===== config.mk =====
export PLATFORM = sky130hd
export DESIGN_NAME = cdb_arbiter
export DESIGN_NICKNAME = d
export VERILOG_FILES = /design/src/rtl/cdb_arbiter.sv
export SDC_FILE = /design/constraint.sdc
export NUM_CORES = 1
export LEC_CHECK = 0
export BUFFER_PORTS_ARGS = -buffer_cell sky130_fd_sc_hd__buf_4
export CORE_MARGIN = 2
export CORE_UTILIZATION = 45
export CTS_CLUSTER_DIAMETER = 200
export DETAILED_ROUTE_END_ITERATION = 16
export MAX_ROUTING_LAYER = met4
export PLACE_DENSITY = 0.67
export SLEW_MARGIN = 10
export SYNTH_ARGS = -nofsm -noshare
export SYNTH_HDL_FRONTEND = slang
export SYNTH_HIERARCHICAL = 1
export SYNTH_SLANG_ARGS = --single-unit

===== constraint.sdc =====
create_clock -name clk_i -period 4.6 [get_ports clk_i]
set_input_delay 0.92 -clock clk_i [delete_from_list [all_inputs] [get_ports clk_i]]
set_output_delay 0.92 -clock clk_i [all_outputs]
set_load 0.05 [all_outputs]

===== src/rtl/cdb_arbiter.sv =====
// Common Data Bus arbiter: one result buffer per functional unit, round-robin
// grant of one buffered result per cycle, registered broadcast to all stations.

module cdb_slot #(
   parameter int TAG_W  = 4,
   parameter int DATA_W = 32
) (
   input  logic              clk_i,
   input  logic              rst_i,
   input  logic              flush_i,
   input  logic              load_i,
   input  logic              grant_i,
   input  logic [TAG_W-1:0]  tag_i,
   input  logic [DATA_W-1:0] data_i,
   output logic              vld_o,
   output logic [TAG_W-1:0]  tag_o,
   output logic [DATA_W-1:0] data_o
);
   logic              vld_q;
   logic [TAG_W-1:0]  tag_q;
   logic [DATA_W-1:0] data_q;

   // A refill on the grant edge wins over the clear, so a source sustains 1/cycle.
   always_ff @(posedge clk_i or posedge rst_i) begin
      if (rst_i) begin
         vld_q  <= 1'b0;
         tag_q  <= '0;
         data_q <= '0;
      end else if (flush_i) begin
         vld_q <= 1'b0;
      end else if (load_i) begin
         vld_q  <= 1'b1;
         tag_q  <= tag_i;
         data_q <= data_i;
      end else if (grant_i) begin
         vld_q <= 1'b0;
      end
   end

   assign vld_o  = vld_q;
   assign tag_o  = tag_q;
   assign data_o = data_q;
endmodule

module cdb_arbiter #(
   parameter int N_SRC  = 4,
   parameter int TAG_W  = 4,
   parameter int DATA_W = 32,
   localparam int SRC_W = $clog2(N_SRC)
) (
   input  logic                      clk_i,
   input  logic                      rst_i,
   input  logic                      flush_i,
   input  logic [N_SRC-1:0]          fu_valid_i,
   input  logic [N_SRC*TAG_W-1:0]    fu_tag_i,
   input  logic [N_SRC*DATA_W-1:0]   fu_data_i,
   output logic [N_SRC-1:0]          fu_ready_o,
   output logic                      cdb_valid_o,
   output logic [TAG_W-1:0]          cdb_tag_o,
   output logic [DATA_W-1:0]         cdb_data_o,
   output logic [SRC_W-1:0]          cdb_src_o,
   output logic                      err_tag0_o
);
   logic [N_SRC-1:0]             buf_v, grant, accept, load, tag_zero;
   logic [N_SRC-1:0][TAG_W-1:0]  buf_tag;
   logic [N_SRC-1:0][DATA_W-1:0] buf_data;
   logic [SRC_W-1:0]             ptr_q, ptr_d, gnt_idx, scan_idx;
   logic [SRC_W:0]               scan_sum;
   logic                         gnt_any;
   logic                         cdb_valid_q, err_tag0_q;
   logic [TAG_W-1:0]             cdb_tag_q;
   logic [DATA_W-1:0]            cdb_data_q;
   logic [SRC_W-1:0]             cdb_src_q;

   // Grant looks only at buffer state and pointer, so ready never depends on fu_valid.
   always_comb begin
      grant    = '0;
      gnt_idx  = '0;
      gnt_any  = 1'b0;
      scan_sum = '0;
      scan_idx = '0;
      for (int k = 0; k < N_SRC; k++) begin
         scan_sum = {1'b0, ptr_q} + (SRC_W+1)'(k);
         if (scan_sum >= (SRC_W+1)'(N_SRC)) scan_sum = scan_sum - (SRC_W+1)'(N_SRC);
         scan_idx = scan_sum[SRC_W-1:0];
         if (!gnt_any && buf_v[scan_idx]) begin
            grant[scan_idx] = 1'b1;
            gnt_idx         = scan_idx;
            gnt_any         = 1'b1;
         end
      end
   end

   assign ptr_d      = (gnt_idx == SRC_W'(N_SRC-1)) ? '0 : gnt_idx + SRC_W'(1);
   assign fu_ready_o = flush_i ? '0 : (~buf_v | grant);
   assign accept     = fu_valid_i & fu_ready_o;

   for (genvar i = 0; i < N_SRC; i++) begin : g_src
      logic [TAG_W-1:0] in_tag;
      assign in_tag      = fu_tag_i[i*TAG_W +: TAG_W];
      assign tag_zero[i] = accept[i] & (in_tag == '0);
      assign load[i]     = accept[i] & (in_tag != '0);

      cdb_slot #(.TAG_W(TAG_W), .DATA_W(DATA_W)) u_slot (
         .clk_i   (clk_i),
         .rst_i   (rst_i),
         .flush_i (flush_i),
         .load_i  (load[i]),
         .grant_i (grant[i]),
         .tag_i   (in_tag),
         .data_i  (fu_data_i[i*DATA_W +: DATA_W]),
         .vld_o   (buf_v[i]),
         .tag_o   (buf_tag[i]),
         .data_o  (buf_data[i])
      );
   end

   always_ff @(posedge clk_i or posedge rst_i) begin
      if (rst_i) begin
         cdb_valid_q <= 1'b0;
         cdb_tag_q   <= '0;
         cdb_data_q  <= '0;
         cdb_src_q   <= '0;
         err_tag0_q  <= 1'b0;
         ptr_q       <= '0;
      end else if (flush_i) begin
         cdb_valid_q <= 1'b0;
         err_tag0_q  <= 1'b0;
      end else begin
         cdb_valid_q <= gnt_any;
         err_tag0_q  <= |tag_zero;
         if (gnt_any) begin
            cdb_tag_q  <= buf_tag[gnt_idx];
            cdb_data_q <= buf_data[gnt_idx];
            cdb_src_q  <= gnt_idx;
            ptr_q      <= ptr_d;
         end
      end
   end

   assign cdb_valid_o = cdb_valid_q;
   assign cdb_tag_o   = cdb_tag_q;
   assign cdb_data_o  = cdb_data_q;
   assign cdb_src_o   = cdb_src_q;
   assign err_tag0_o  = err_tag0_q;
endmodule


# == Word-level counts from Yosys, hierarchy flattened ==
# Index checks and enable logic that the tools add are counted.
# W data, S select, Z words.
# totals
n_memories,0
input_bits,151
ramBits,0
reg_bits,190
romBits,0
latchBits,0
elab_cells,135
# op_classes
multipliers,0
bitwise,15
div,0
muxes,52
magnitude_cmp,13
eq_ne,1
add_sub_neg,8
reduce_logical,28
n_shift,0
# op_table
op,n
$bmux W32 S2,1
$mux W32,1
$mux W1,26
$mux W4,6
$mux W2,9
$logic_not A4 Y1,4
$or A4 B4 Y4,4
$reduce_bool A4 Y1,4
$lt A2 B3 Y1 const B,5
$reduce_bool A3 Y1,4
$reduce_and A2 Y1,5
$ge A3 B3 Y1 const B,3
$and A1 B1 Y1,8
$bmux W1 S2,4
$bmux W4 S2,1
$demux W1 S2,4
$ge A2 B1 Y1 const B,4
$sub A2 B1 Y2 const B,4
$logic_and A1 B1 Y1,7
$add A2 B2 Y3 const B,2
$and A4 B4 Y4,1
$not A4 Y4,1
$reduce_or A4 Y1,1
$add A2 B1 Y3 const B,1
other kinds (5),7

# == Depth between registers and ports, before layout ==
# Gate-level depths: netlist of the first run.
# depth
ltp_word,20
ltp_mapped,16
mapped_depth_nobuf,10

# == Hierarchy ==
# Netlist of the first run, hierarchy kept.
# modules_own_cells
module,area_each_um2,cells_per_inst,n_inst
cdb_slot,1556.5,82,4
cdb_arbiter,3697.3,432,1

# == Least setup slack after synthesis of the first run ==
# Ideal clock, no wire load.
# synth_path
path_type,register to register
start,register with a tool-made name
end,register g_src[2].u_slot.data_q[0]
slack_ps,205
arrival_time_ps,4270
stages_incl_launch_ff,16
required_ps,4475
path_cell_list,dfrtp_1 > buf_6 > clkbuf_1 > inv_1 > ha_1 > buf_2 > mux4_2 > buf_2 > a221o_1 > a31oi_1 > nand2_1 > nor2_1 > nor2b_4 > buf_12 > buf_12 > mux2_4
# synth_lines
element,line,text
end signal: assignment,34,data_q <= data_i;
end: declaration,21,logic [DATA_W-1:0] data_q;

# == Final worst setup path of the first run ==
# layout_path
start,register ptr_q[1]
end,output fu_ready_o[1]
# layout_via
elab_chain_len,16
# layout_lines
element,line,text
start: declaration,67,"logic [SRC_W-1:0] ptr_q, ptr_d, gnt_idx, scan_idx;"
start signal: assignment,136,ptr_q <= ptr_d;
branches (longest 13 deep; another with $add A2 B1 Y3),-,
$mux W4 (*),86,if (!gnt_any && buf_v[scan_idx]) begin
$or A4 B4 Y4 (*),95,assign fu_ready_o = flush_i ? '0 : (~buf_v | grant);
$mux W4 (*),95,
end: declaration,57,"output logic [N_SRC-1:0] fu_ready_o,"
# Mark *: on every way between the ends. The select of a mux whose other input is x is not followed.

==> results of run 1 <==
==> worst max path at each step <==
stage / to / slack [ns] / depth (start not counted)
after global routing: fu_ready_o[1] / 0.30 / 8
after CTS: fu_ready_o[3] / 0.50 / 8
after floorplan: g_src[2].u_slot/data_o[0]$_DFFE_PP0P_ / 0.20 / 15
final: fu_ready_o[1] / 0.50 / 8
after detailed placement: g_src[1].u_slot/data_o[8]$_DFFE_PP0P_ / 0.70 / 10
after global placement: g_src[1].u_slot/data_o[9]$_DFFE_PP0P_ / 0.81 / 10
==> power by group <==
part | internal [mW] | total [mW] | switching [mW] | leakage [nW]
clock network | 0.937 | 1.63 | 0.688 | 0.310
registers | 2.30 | 2.74 | 0.439 | 2.24
logic | 1.80 | 4.11 | 2.31 | 2.88
total | 5.03 | 8.47 | 3.44 | 5.43
==> cell usage in the layout, fill, tap and decap left out, types with 2 or more instances in the layout <==
master,instances
buf_4,203
dfrtp_1,190
mux2_4,120
nor2_1,48
mux2_2,44
a211oi_1,41
a31oi_1,35
nor3_1,22
and3_1,22
a22o_1,20
o21a_1,17
clkbuf_16,17
o221ai_1,16
and4_1,15
inv_1,14
a21oi_1,12
nand2_1,10
nand2b_1,6
ha_1,6
nor4_1,5
inv_2,5
mux2i_1,4
mux4_2,4
nand3b_1,4
bufinv_16,4
inv_6,4
nor2b_4,4
buf_12,4
o21ai_0,3
o21ai_4,2
o211ai_1,2
xnor2_1,2
a221o_1,2
clkinv_4,2
clkinvlp_4,2
==> per-layer routing <==
metal / vias up / part of all wire / global-route usage
met5: - / 0 / -
met1: 3440 / 0.45 / 0.313
met4: 0 / 0.017 / 0.0608
met2: 228 / 0.48 / 0.359
met3: 31 / 0.058 / 0.0509
li1: 3159 / - / -
==> state kept, by name, summed over array words and instances (netlist names), named ones only <==
register and count:
cdb_data_o 32, cdb_valid_o 1, g_src.u_slot/tag_o 16, cdb_tag_o 4, g_src.u_slot/vld_o 4, g_src.u_slot/data_o 128
cdb_src_o 2, err_tag0_o 1, ptr_q 1
==> area by class of cell <==
cell class | instances | area (um2) | area share
Timing Repair Buffer | 207 | 1600 | 0.134
Clock buffer | 18 | 439 | 0.0366
Inverter | 19 | 71.3 | 0.00594
Multi-Input combinational cell | 488 | 4590 | 0.382
Clock inverter | 14 | 204 | 0.0170
Tap cell | 280 | 350 | 0.0292
Antenna cell | 1 | 2.50 | 0.000208
Sequential cell | 190 | 4750 | 0.396
==> kinds of logic (layout without fill, tap and decap cells) <==
group,after synthesis,in the layout,share of synthesized area
muxes,172,172,0.245
adders and majority gates,6,6,0.00757
and+or+nand+nor,148,148,0.0841
other,0,1,0
xor gates and xnor gates,2,2,0.00177
buffers and inverters,82,258,0.0613
AOI/OAI and AO/OA,160,160,0.122
DFF,190,190,0.479
==> impl_metrics.py, run 1 <==
metrics = {
    "status": {
        "status": "finished clean",
    },
    "setup_path": {
        "critPathArrivalTime_ns": 3.18,
        "worstPathBufferInverterCount": 2,
        "rrSetupSlack_ns": 0.66,
        "end_kind": "primary output",
        "worst_r2r_endpoint": "g_src[1].u_slot/data_o[5]$_DFFE_PP0P_",
        "cpMostUsedCell": "a21oi_1",
        "path_class": "reg2out",
        "crit_start": "ptr_q[1]$_DFFE_PP0P_",
        "slowest_delay_ns": 0.51,
        "cp.required_ns": 3.68,
        "cp_slowest_cell": "dfrtp_1",
        "timing.rr.start": "ptr_q[1]$_DFFE_PP0P_",
        "r2r_cells": 10,
        "critPathLaunchType": "register",
        "path_max_fanout": 11,
        "path_cells": "inv_1 -> ha_1 -> mux4_2 -> or3b_1 -> a2bb2oi_1 -> a21oi_1 -> a21oi_1 -> buf_4",
        "cpLargestDelayFamily": "flip-flops",
    },
    "route": {
        "vias": 6858,
        "dr.pass1.iters": 5,
        "wirelength_mm": 25.8,
        "ant_nets": 0,
        "vias_per_cell": 5.64,
        "wl_per_cell_um": 21.2,
        "drc_errors": 0,
        "drt_iter0_drc": 315,
    },
    "yosys": {
        "synth.top_cells.by_area": "dfrtp_1 (48%), mux2_4 (18%), mux2_2 (5.0%)",
        "yosys-top-cells-count": "dfrtp_1 (190), mux2_4 (120), nor2_1 (50), mux2_2 (44), a211oi_1 (41)",
        "ys.flop_type": "dfrtp_1",
        "yosys.area.top_type": "dfrtp_1",
        "synth_cells": 760,
        "synth.top_cell.area_share": 0.479,
        "synth_nets": 917,
        "synth-edff-count": 0,
        "ys_seq_elements": 190,
        "yosysMostFrequentCell": "dfrtp_1",
        "ys_types": 50,
        "synth_seq_area_share": 0.479,
        "synthesis.area_um2": 9920,
        "ys_warn_count": 6,
        "syn_avg_cell_area_um2": 13.1,
        "synth-async-reset-ratio": 1.00,
    },
    "clock_network": {
        "cts.clk_slew.worst_paths_ns": 0.07,
        "cts-hold-fix-buffers": 0,
        "clockBufferDepth": 2,
        "clock_latency_ns": 0.44,
        "cts_buffers": 17,
        "cts_tree": "yes",
        "post_cts_resized": 0,
        "cts_root_buffer": "clkbuf_16",
        "postCtsSetupBuffers": 0,
        "numClockSinks": 190,
        "htreeDepth": 4,
    },
    "sta": {
        "fmax_mhz": 244,
        "timing.final.ws_setup_ns": 0.496,
        "post-route-min-period_ns": 4.10,
        "rsz0062_at_grt": "false",
        "hold_ws_ns": 0.506,
        "period_share": 0.892,
        "setup_viol": 0,
        "worst-slew-pin-transition_ns": 1.23,
        "setup_tns_ns": 0,
        "slew_viol_final": 0,
        "hold_viol": 0,
        "relSlewSlack": 0.180,
        "skew_ns": 0.0120,
    },
    "finish": {
        "final_nets": 1080,
        "post-route-cell-area_um2": 12000,
        "layoutNonFillerInstCount": 1217,
        "syn_to_final_growth_pct": 21.1,
        "postLayoutCoreUtil": 0.552,
        "fill_cells": 1888,
        "drive_above_1_share": 0.453,
    },
    "grt": {
        "antenna_found_initial": 1,
        "grt_first_pass_wirelength_mm": 40.6,
        "track_usage": 0.232,
        "grt_pass1_vias": 7020,
        "overflow": 0,
        "grt_max_degree": 55,
    },
    "pwr": {
        "p_leak_nw": 5.43,
        "vdd_ir_drop_max_uv": 514,
        "pwr_density_cell_nw_per_um2": 705,
        "power_mw": 8.47,
    },
    "floorplanning": {
        "io-pin-count": 195,
        "die_width_um": 153,
        "die_area_um2": 23300,
        "fp.dieH_um": 153,
        "core_area_um2": 21800,
        "start_util": 0.456,
        "rows": 54,
    },
    "hold_path": {
        "hold_depth": 1,
        "holdPathEnd": "g_src[2].u_slot/data_o[19]$_DFFE_PP0P_",
        "min_from": "g_src[2].u_slot/data_o[19]$_DFFE_PP0P_",
        "worstHoldPathType": "reg2reg",
    },
    "placed_design": {
        "dp_hpwl_mm": 17.3,
        "dpl_worst_slack_ns": 0.700,
        "place_area_um2": 11400,
        "gp_congestion": 0.882,
        "portBuffers": 194,
        "dp_cells": 1184,
    },
    "job": {
        "drv_cap": 0,
    },
}
Note: power is estimated with default switching activity, not from simulation.
==> run 2: changes to the inputs <==
--- a/config.mk
+++ b/config.mk
@@ -11,7 +11,7 @@
 export CTS_CLUSTER_DIAMETER = 200
 export DETAILED_ROUTE_END_ITERATION = 16
 export MAX_ROUTING_LAYER = met4
-export PLACE_DENSITY = 0.67
+export PLACE_DENSITY = 0.63
 export SLEW_MARGIN = 10
 export SYNTH_ARGS = -nofsm -noshare
 export SYNTH_HDL_FRONTEND = slang
==> impl_metrics.py, run 2 (synthesis results as in run 1) <==
metrics = {
    "status": {
        "status": "finished clean",
    },
    "floorplanning": {
        "fp.dieH_um": 153,
        "rows": 54,
        "die_width_um": 153,
        "io-pin-count": 195,
        "start_util": 0.456,
        "die_area_um2": 23300,
        "core_area_um2": 21800,
    },
    "sta": {
        "post-route-min-period_ns": 3.88,
        "period_share": 0.843,
        "setup_viol": 0,
        "fmax_mhz": 258,
        "slew_viol_final": 0,
        "hold_viol": 0,
        "setup_tns_ns": 0,
        "skew_ns": 0.00996,
        "rsz0062_at_grt": "false",
        "worst-slew-pin-transition_ns": 1.13,
        "relSlewSlack": 0.248,
    },
    "job": {
        "drv_cap": 0,
    },
    "route": {
        "met3_wirelength_mm": 1.04,
        "ant_nets": 0,
        "drt_iter0_drc": 413,
        "dr_wl_met2_mm": 12.7,
        "vias_per_cell": 5.64,
        "wirelength_mm": 27.0,
        "dr.pass1.iters": 5,
        "drc_errors": 0,
        "wl_per_cell_um": 22.1,
        "vias": 6889,
        "met1_length_mm": 12.9,
        "top_layer": "met4",
    },
    "placed_design": {
        "portBuffers": 194,
        "gp_congestion": 0.872,
        "dp_hpwl_mm": 18.2,
    },
    "clock_network": {
        "postCtsSetupBuffers": 0,
        "cts_root_buffer": "clkbuf_16",
        "clock_latency_ns": 0.43,
        "cts_buffers": 17,
        "clockBufferDepth": 2,
        "cts.clk_slew.worst_paths_ns": 0.07,
        "numClockSinks": 190,
        "cts_tree": "yes",
        "post_cts_resized": 0,
        "htreeDepth": 4,
        "cts-hold-fix-buffers": 0,
    },
    "grt": {
        "track_usage": 0.243,
        "overflow": 0,
        "grt_first_pass_wirelength_mm": 42.6,
        "grt_max_degree": 55,
        "antenna_found_initial": 0,
        "grt_pass1_vias": 7184,
    },
    "setup_path": {
        "end_kind": "primary output",
        "critPathArrivalTime_ns": 2.96,
        "critPathLaunchType": "register",
        "cp.required_ns": 3.68,
        "path_max_fanout": 39,
        "path_class": "reg2out",
        "rrSetupSlack_ns": 0.79,
    },
    "finish": {
        "mostFrequentLayoutCell": "buf_4",
        "antenna_cells": 0,
        "final_cell_mix": "buf_4 (209), dfrtp_1 (190), mux2_4 (120)",
        "drive_above_1_share": 0.452,
        "largest_reg_flops": 128,
        "fill_cells": 1905,
        "final_nets": 1085,
        "syn_to_final_growth_pct": 20.5,
    },
    "pwr": {
        "p_leak_nw": 5.40,
        "power_mw": 8.32,
        "pwr_density_cell_nw_per_um2": 696,
        "vdd_ir_drop_max_uv": 382,
    },
    "hold_path": {
        "worstHoldPathType": "in2async",
    },
}
run 2: metrics by stage:
stage                     setup slack (ns)  instance area, um2  hold slack (ns)  utilization  cells
final                                0.721               12000            0.481        0.550   1221
after detailed placement             0.803               11400            0.488        0.524   1189
after floorplan                      0.205                9920            0.472            -    760
after global placement               0.887               11400            0.484        0.524   1189
after CTS                            0.681               12000            0.472        0.550   1221
after global routing                 0.446               12000            0.492        0.550   1221
run 2: per-layer routing:
layer  global-route usage  up-vias
met1                0.345     3497
met3               0.0338       23
met4               0.0556        0
li1                     -     3170
met5                    -        -
met2                0.374      199
run 2: path summary, 6_finish.rpt:
check                                                startpoint                                      to  cells after the start
min in group clk_i         g_src[2].u_slot/tag_o[0]$_DFFE_PP0P_    g_src[2].u_slot/tag_o[0]$_DFFE_PP0P_                      1
max in group asynchronous                                 rst_i                cdb_tag_o[0]$_DFFE_PP0P_                      2
hold reg to reg            g_src[2].u_slot/tag_o[0]$_DFFE_PP0P_    g_src[2].u_slot/tag_o[0]$_DFFE_PP0P_                      1
setup / recovery                                       register                           fu_ready_o[2]                      5
hold / removal                                            rst_i  g_src[2].u_slot/data_o[16]$_DFFE_PP0P_                      2
setup reg to reg                                       register   g_src[1].u_slot/data_o[6]$_DFFE_PP0P_                      9
run 2: where the power goes:
part / leakage (nW) / internal [mW] / switching [mW]
sequential: 2.24 / 2.30 / 0.435
combinational: 2.89 / 1.78 / 2.35
clock: 0.272 / 0.759 / 0.689
run 2: area by class of cell:
| class | count | area [um2] | area share |
|---|---|---|---|
| timing repair buffer | 212 | 1630 | 0.136 |
| inverter | 19 | 71.3 | 0.00597 |
| clock inverter | 14 | 133 | 0.0111 |
| tap | 280 | 350 | 0.0293 |
| sequential | 190 | 4750 | 0.398 |
| clock buffer | 18 | 429 | 0.0359 |
| multi-input combinational | 488 | 4590 | 0.384 |
run 2: worst max-delay path, cell delays in order, from the launching register on:
cell and delay [ns]:
dfrtp_1 0.34, buf_4 0.43, mux4_2 0.72, a221o_1 0.41
a31oi_1 0.35, buf_4 0.27
